**src/rtl/pdm_modulator.sv**
```systemverilog
// Second-order sigma-delta PDM modulator fed by a one-deep PCM holding buffer.
// Optional LFSR dither on the modulator input when PDM_MODULATOR_DITHER_EN is defined.
module pdm_modulator #(
    parameter int R         = 24,
    parameter int IN_WIDTH  = 16,
    parameter int ACC_WIDTH = 24
) (
    input  logic                       clk,
    input  logic                       reset_n,
    input  logic signed [IN_WIDTH-1:0] din,
    input  logic                       din_valid,
    output logic                       din_ready,
    output logic                       pdm_out,
    output logic                       sample_tick,
    output logic                       underrun
);
    localparam int PW = $clog2(R);
    // Two guard bits hold any sum of two integrators plus feedback without overflow
    localparam int EW = ACC_WIDTH + 2;
    localparam logic [PW-1:0]        PHASE_LAST = PW'(R - 1);
    localparam logic signed [EW-1:0] ACC_MAX    = EW'((longint'(1) << (ACC_WIDTH - 1)) - 1);
    localparam logic signed [EW-1:0] ACC_MIN    = EW'(-(longint'(1) << (ACC_WIDTH - 1)));
    localparam logic signed [EW-1:0] FB_POS     = EW'(longint'(1) << (IN_WIDTH - 1));

    function automatic logic signed [ACC_WIDTH-1:0] sat(input logic signed [EW-1:0] v);
        if (v > ACC_MAX) begin
            return ACC_MAX[ACC_WIDTH-1:0];
        end else if (v < ACC_MIN) begin
            return ACC_MIN[ACC_WIDTH-1:0];
        end
        return v[ACC_WIDTH-1:0];
    endfunction

    logic [PW-1:0]                phase_q, phase_d;
    logic signed [IN_WIDTH-1:0]   buf_data_q, buf_data_d;
    logic                         buf_full_q, buf_full_d;
    logic signed [IN_WIDTH-1:0]   active_q, active_d;
    logic signed [ACC_WIDTH-1:0]  i1_q, i1_d;
    logic signed [ACC_WIDTH-1:0]  i2_q, i2_d;
    logic                         pdm_q, pdm_d;
    logic                         tick_q, tick_d;
    logic                         underrun_q, underrun_d;
    logic signed [EW-1:0]         x_ext;
    logic signed [EW-1:0]         fb;

    assign din_ready   = ~buf_full_q;
    assign pdm_out     = pdm_q;
    assign sample_tick = tick_q;
    assign underrun    = underrun_q;

`ifdef PDM_MODULATOR_DITHER_EN
    logic [15:0] lfsr_q, lfsr_d;

    always_comb begin
        lfsr_d = {1'b0, lfsr_q[15:1]} ^ (lfsr_q[0] ? 16'hB400 : 16'h0000);
        x_ext  = EW'(active_q) + EW'($signed(lfsr_q[1:0]));
    end

    always_ff @(posedge clk or negedge reset_n) begin
        if (!reset_n) begin
            lfsr_q <= 16'hACE1;
        end else begin
            lfsr_q <= lfsr_d;
        end
    end
`else
    always_comb begin
        x_ext = EW'(active_q);
    end
`endif

    always_comb begin
        phase_d    = (phase_q == PHASE_LAST) ? '0 : phase_q + PW'(1);
        buf_data_d = buf_data_q;
        buf_full_d = buf_full_q;
        active_d   = active_q;
        tick_d     = 1'b0;
        underrun_d = 1'b0;

        if (phase_q == PHASE_LAST) begin
            tick_d = 1'b1;
            if (buf_full_q) begin
                active_d   = buf_data_q;
                buf_full_d = 1'b0;
            end else begin
                underrun_d = 1'b1;
            end
        end

        // Evaluated after the wrap so an empty buffer at the wrap still accepts
        if (din_valid && din_ready) begin
            buf_data_d = din;
            buf_full_d = 1'b1;
        end
    end

    always_comb begin
        fb    = pdm_q ? FB_POS : -FB_POS;
        i1_d  = sat(EW'(i1_q) + x_ext - fb);
        i2_d  = sat(EW'(i2_q) + EW'(i1_q) - fb);
        pdm_d = ~i2_d[ACC_WIDTH-1];
    end

    always_ff @(posedge clk or negedge reset_n) begin
        if (!reset_n) begin
            phase_q    <= '0;
            buf_data_q <= '0;
            buf_full_q <= 1'b0;
            active_q   <= '0;
            i1_q       <= '0;
            i2_q       <= '0;
            pdm_q      <= 1'b0;
            tick_q     <= 1'b0;
            underrun_q <= 1'b0;
        end else begin
            phase_q    <= phase_d;
            buf_data_q <= buf_data_d;
            buf_full_q <= buf_full_d;
            active_q   <= active_d;
            i1_q       <= i1_d;
            i2_q       <= i2_d;
            pdm_q      <= pdm_d;
            tick_q     <= tick_d;
            underrun_q <= underrun_d;
        end
    end
endmodule

```
**config.mk**
```make
export PLATFORM = sky130hd
export DESIGN_NAME = pdm_modulator
export DESIGN_NICKNAME = d
export VERILOG_FILES = /design/src/rtl/pdm_modulator.sv
export SDC_FILE = /design/constraint.sdc
export NUM_CORES = 1
export LEC_CHECK = 0
export ABC_AREA = 0
export CAP_MARGIN = 20
export CORE_ASPECT_RATIO = 1.25
export CORE_MARGIN = 1
export CORE_UTILIZATION = 50
export CTS_CLUSTER_SIZE = 16
export DETAILED_ROUTE_END_ITERATION = 8
export PLACE_DENSITY = 0.76
export SLEW_MARGIN = 40
export SYNTH_ARGS = -nofsm -noshare
export SYNTH_HDL_FRONTEND = slang
export SYNTH_SLANG_ARGS = --single-unit
```
**constraint.sdc**
```tcl
create_clock -name clk -period 3.9 [get_ports clk]
set_input_delay 0.39 -clock clk [delete_from_list [all_inputs] [get_ports clk]]
set_output_delay 0.39 -clock clk [all_outputs]
set_load 0.02 [all_outputs]
```
==> results of run 1 <==
-- Yosys cell counts, drive strengths merged, types with 5 or more instances --
library cell  count
o21bai            6
clkbuf            6
o31ai             5
xor2             16
a211oi            6
a21boi           14
a21oi            40
nor3              7
fa               16
dfrtp            89
o21a             19
inv             120
o21ai            25
mux2             33
and3              9
nand2            55
buf               7
a21o             33
xnor2            25
nor2b             5
nand3            10
nand2b           10
ha               81
nor2             28
-- sequential cells by signal (all words and copies together) (netlist names) --
name	count
active_q	16
buf_data_q	16
buf_full_q	1
i1_q	24
i2_q	24
pdm_out	1
phase_q	5
sample_tick	1
underrun	1
-- cell type report --
cell class	count	share of cell area, %
Inverter	120	6.06
Tap cell	168	2.83
Clock buffer	9	3.03
Multi-Input combinational cell	483	53.2
Timing Repair Buffer	32	3.99
Sequential cell	89	30.0
Clock inverter	7	0.909
-- through the flow --
step | utilization (%) | worst slack [ns] | hold WS (ns) | TNS, ns | std cells
after floorplan | - | 0.137 | 0.0944 | 0 | 705
after detailed placement | 55.4 | 0.0400 | 0.459 | 0 | 892
final | 57.9 | 0.229 | 0.0589 | 0 | 908
after global routing | 57.9 | -0.0590 | 0.119 | -0.716 | 908
after CTS | 57.7 | 0.00598 | 0.0863 | 0 | 908
after global placement | 55.4 | 0.295 | 0.444 | 0 | 892
-- metal layers --
metal  global-route usage (%)  vias to the layer above  share of wire [%]
met3                     2.68                       45                2.8
met5                        0                        -                  0
met2                     37.8                      101                 50
met4                     12.8                        0                5.1
li1                         -                     2449                  -
met1                     25.0                     2394                 42
-- worst max-delay path by stage --
| stage | endpoint | slack, ns | startpoint |
|---|---|---|---|
| floorplan | i2_q[15]$_DFF_PN0_ | 0.14 | pdm_out$_DFF_PN0_ |
| global placement | i2_q[6]$_DFF_PN0_ | 0.30 | i1_q[6]$_DFF_PN0_ |
| detailed placement | i2_q[18]$_DFF_PN0_ | 0.04 | pdm_out$_DFF_PN0_ |
| CTS | i2_q[1]$_DFF_PN0_ | 0.006 | pdm_out$_DFF_PN0_ |
| global route | i2_q[13]$_DFF_PN0_ | -0.06 | pdm_out$_DFF_PN0_ |
| finish | i2_q[13]$_DFF_PN0_ | 0.23 | pdm_out$_DFF_PN0_ |
-- kinds of logic (layout without fill, tap and decap cells) --
group                    count (synthesis)  in the layout  share of synthesized area (%)
XOR/XNOR                                41             41                           5.38
multiplexers                            34             34                           5.72
AO/OA/AOI/OAI                          172            172                           17.8
adder cells (fa/ha/maj)                 97             97                           20.0
flip-flops                              89             89                           33.4
buffers and inverters                  133            168                           7.80
AND/OR/NAND/NOR                        139            139                           9.95
-- timing repair --
item / 4_1_cts / 5_1_grt
hold buffers: 0 / 0
endpoints found under the setup margin: 0 / 27
resized for setup: 0 / 4
==> impl_metrics.csv, run 1 <==
group,metric,value,unit
status,outcome,"finished clean",
yosys,synth_largest_area_cell,"dfrtp_1",
worst_setup_path,path_depth,11,
final_layout,final_cell_area,7430,um2
route,post-route-drc-count,0,
yosys,yosysSeqAreaShare,33.4,%
clock_tree,cts_tree,"built",
route,num_vias,4989,
route,drtIter0Drc,188,
worst_setup_path,cp_max_fo,23,
placed_design,place.gp.congestion,0.843,
final_layout,num_antenna_cells,0,
run,maxCapViolCount,0,
final_layout,final_common_cell,"inv_1",
timing,tightest_slew,0.732,ns
die,coreArea,12800,um2
clock_tree,root_buffer,"clkbuf_16",
yosys,synth_edf_count,0,
final_layout,multiInputGateArea,3960,um2
die,initial_core_util,52.0,%
yosys,synth_top_cells_by_area,"dfrtp_1 (33%), ha_1 (15%), inv_1 (6.7%), mux2_2 (5.6%), fa_1 (4.8%)",
timing,period_minus_slack,3.67,ns
clock_tree,cts_buffer_depth,2,
worst_setup_path,setup.worst_path.end_class,"flip-flop",
timing,relSlewSlack,51.1,%
final_layout,layout-drive-gt1-share,10.3,%
timing,slew_violations,0,
worst_setup_path,path_buf_inv,0,
placed_design,port-buffer-count,22,
yosys,post_synth.cell_area_avg,9.47,um2
worst_setup_path,cp.arrival,3.90,ns
worst_setup_path,reg2reg_from,"pdm_out$_DFF_PN0_",
route,routed_wl,13700,um
clock_tree,clk_pin_slew,0.07,ns
worst_setup_path,crit_chain,"fa_1, ha_1, and3_1, and2_1, a221oi_2, a41oi_2, or3_1, a211oi_1, nor4_1, o221a_4, o21a_1",
placed_design,hpwlAfterDp,10500,um
yosys,synthDistinctLibCells,58,
worst_setup_path,critPathSlowestCell,"fa_1",
worst_setup_path,start_kind,"flip-flop",
global_routing,grt.total_usage,21.6,%
final_layout,final_cell_mix,"inv_1 (120), dfrtp_1 (88), ha_1 (81)",
yosys,mappedNetlistArea,6680,um2
route,ant_nets,0,
clock_tree,clk_latency,0.35,ns
placed_design,place_area,7110,um2
timing,hold_viol_final,0,
die,dieHeight,131,um
global_routing,grt-ovfl-total,0,
clock_tree,cts_num_sinks,89,
global_routing,grt_pass1_wl,23800,um
worst_setup_path,worstSetupPathType,"flip-flop to flip-flop",
worst_setup_path,max_stage_delay,0.51,ns
yosys,async_flop_share,100,%
worst_setup_path,r2r_setup_slack,0.23,ns
global_routing,first_global_vias,5231,
final_layout,area_growth,11.4,%
route,drt_pass1_iterations,4,
timing,min_period_over_period,94.1,%
timing,fin_worst_skew,0.0127,ns
die,fp.dieArea,13800,um2
global_routing,antenna_found_initial,0,
die,die_x,105,um
yosys,synth_flop_cell,"dfrtp_1",
clock_tree,numCtsBuffers,9,
final_layout,fill_cells,1106,
route,wl_per_cell,15.1,um
final_layout,fin_nets,851,
worst_hold_path,min-delay-path-class,"input port to asynchronous set/reset pin",
worst_setup_path,ff2ff_path_depth,11,
route,vias_per_cell,5.49,
yosys,synth_warnings,0,
yosys,ys_seq_elements,89,
timing,max_clock_freq,272,MHz
yosys,synthCells,705,
yosys,syn_nets,821,
final_layout,final-seq-area,2230,um2
worst_setup_path,r2r-end,"i2_q[13]$_DFF_PN0_",
die,ioPinCount,23,
worst_setup_path,cp_top_family,"compound AO/OA/AOI/OAI gates",
yosys,synth_top_area_share,33.4,%
global_routing,grt_max_degree,76,
timing,setup_viol,0,
worst_setup_path,cp.required,4.13,ns
die,placementRows,46,
clock_tree,cts.htree.levels,3,
clock_tree,cts_setup_buffers,0,
Power of run 1 is left out: the tool's default activity adds up to more than one toggle a clock period on the data nets, which glitch-free logic cannot reach.
==> run 2: changes to the inputs <==
Settings changed: SKIP_CTS_REPAIR_TIMING set to 1.
==> results of run 2 <==
Same layout as run 1: the final DEF is identical, and so are final timing and power.
Power of run 2 is left out for the same reason.
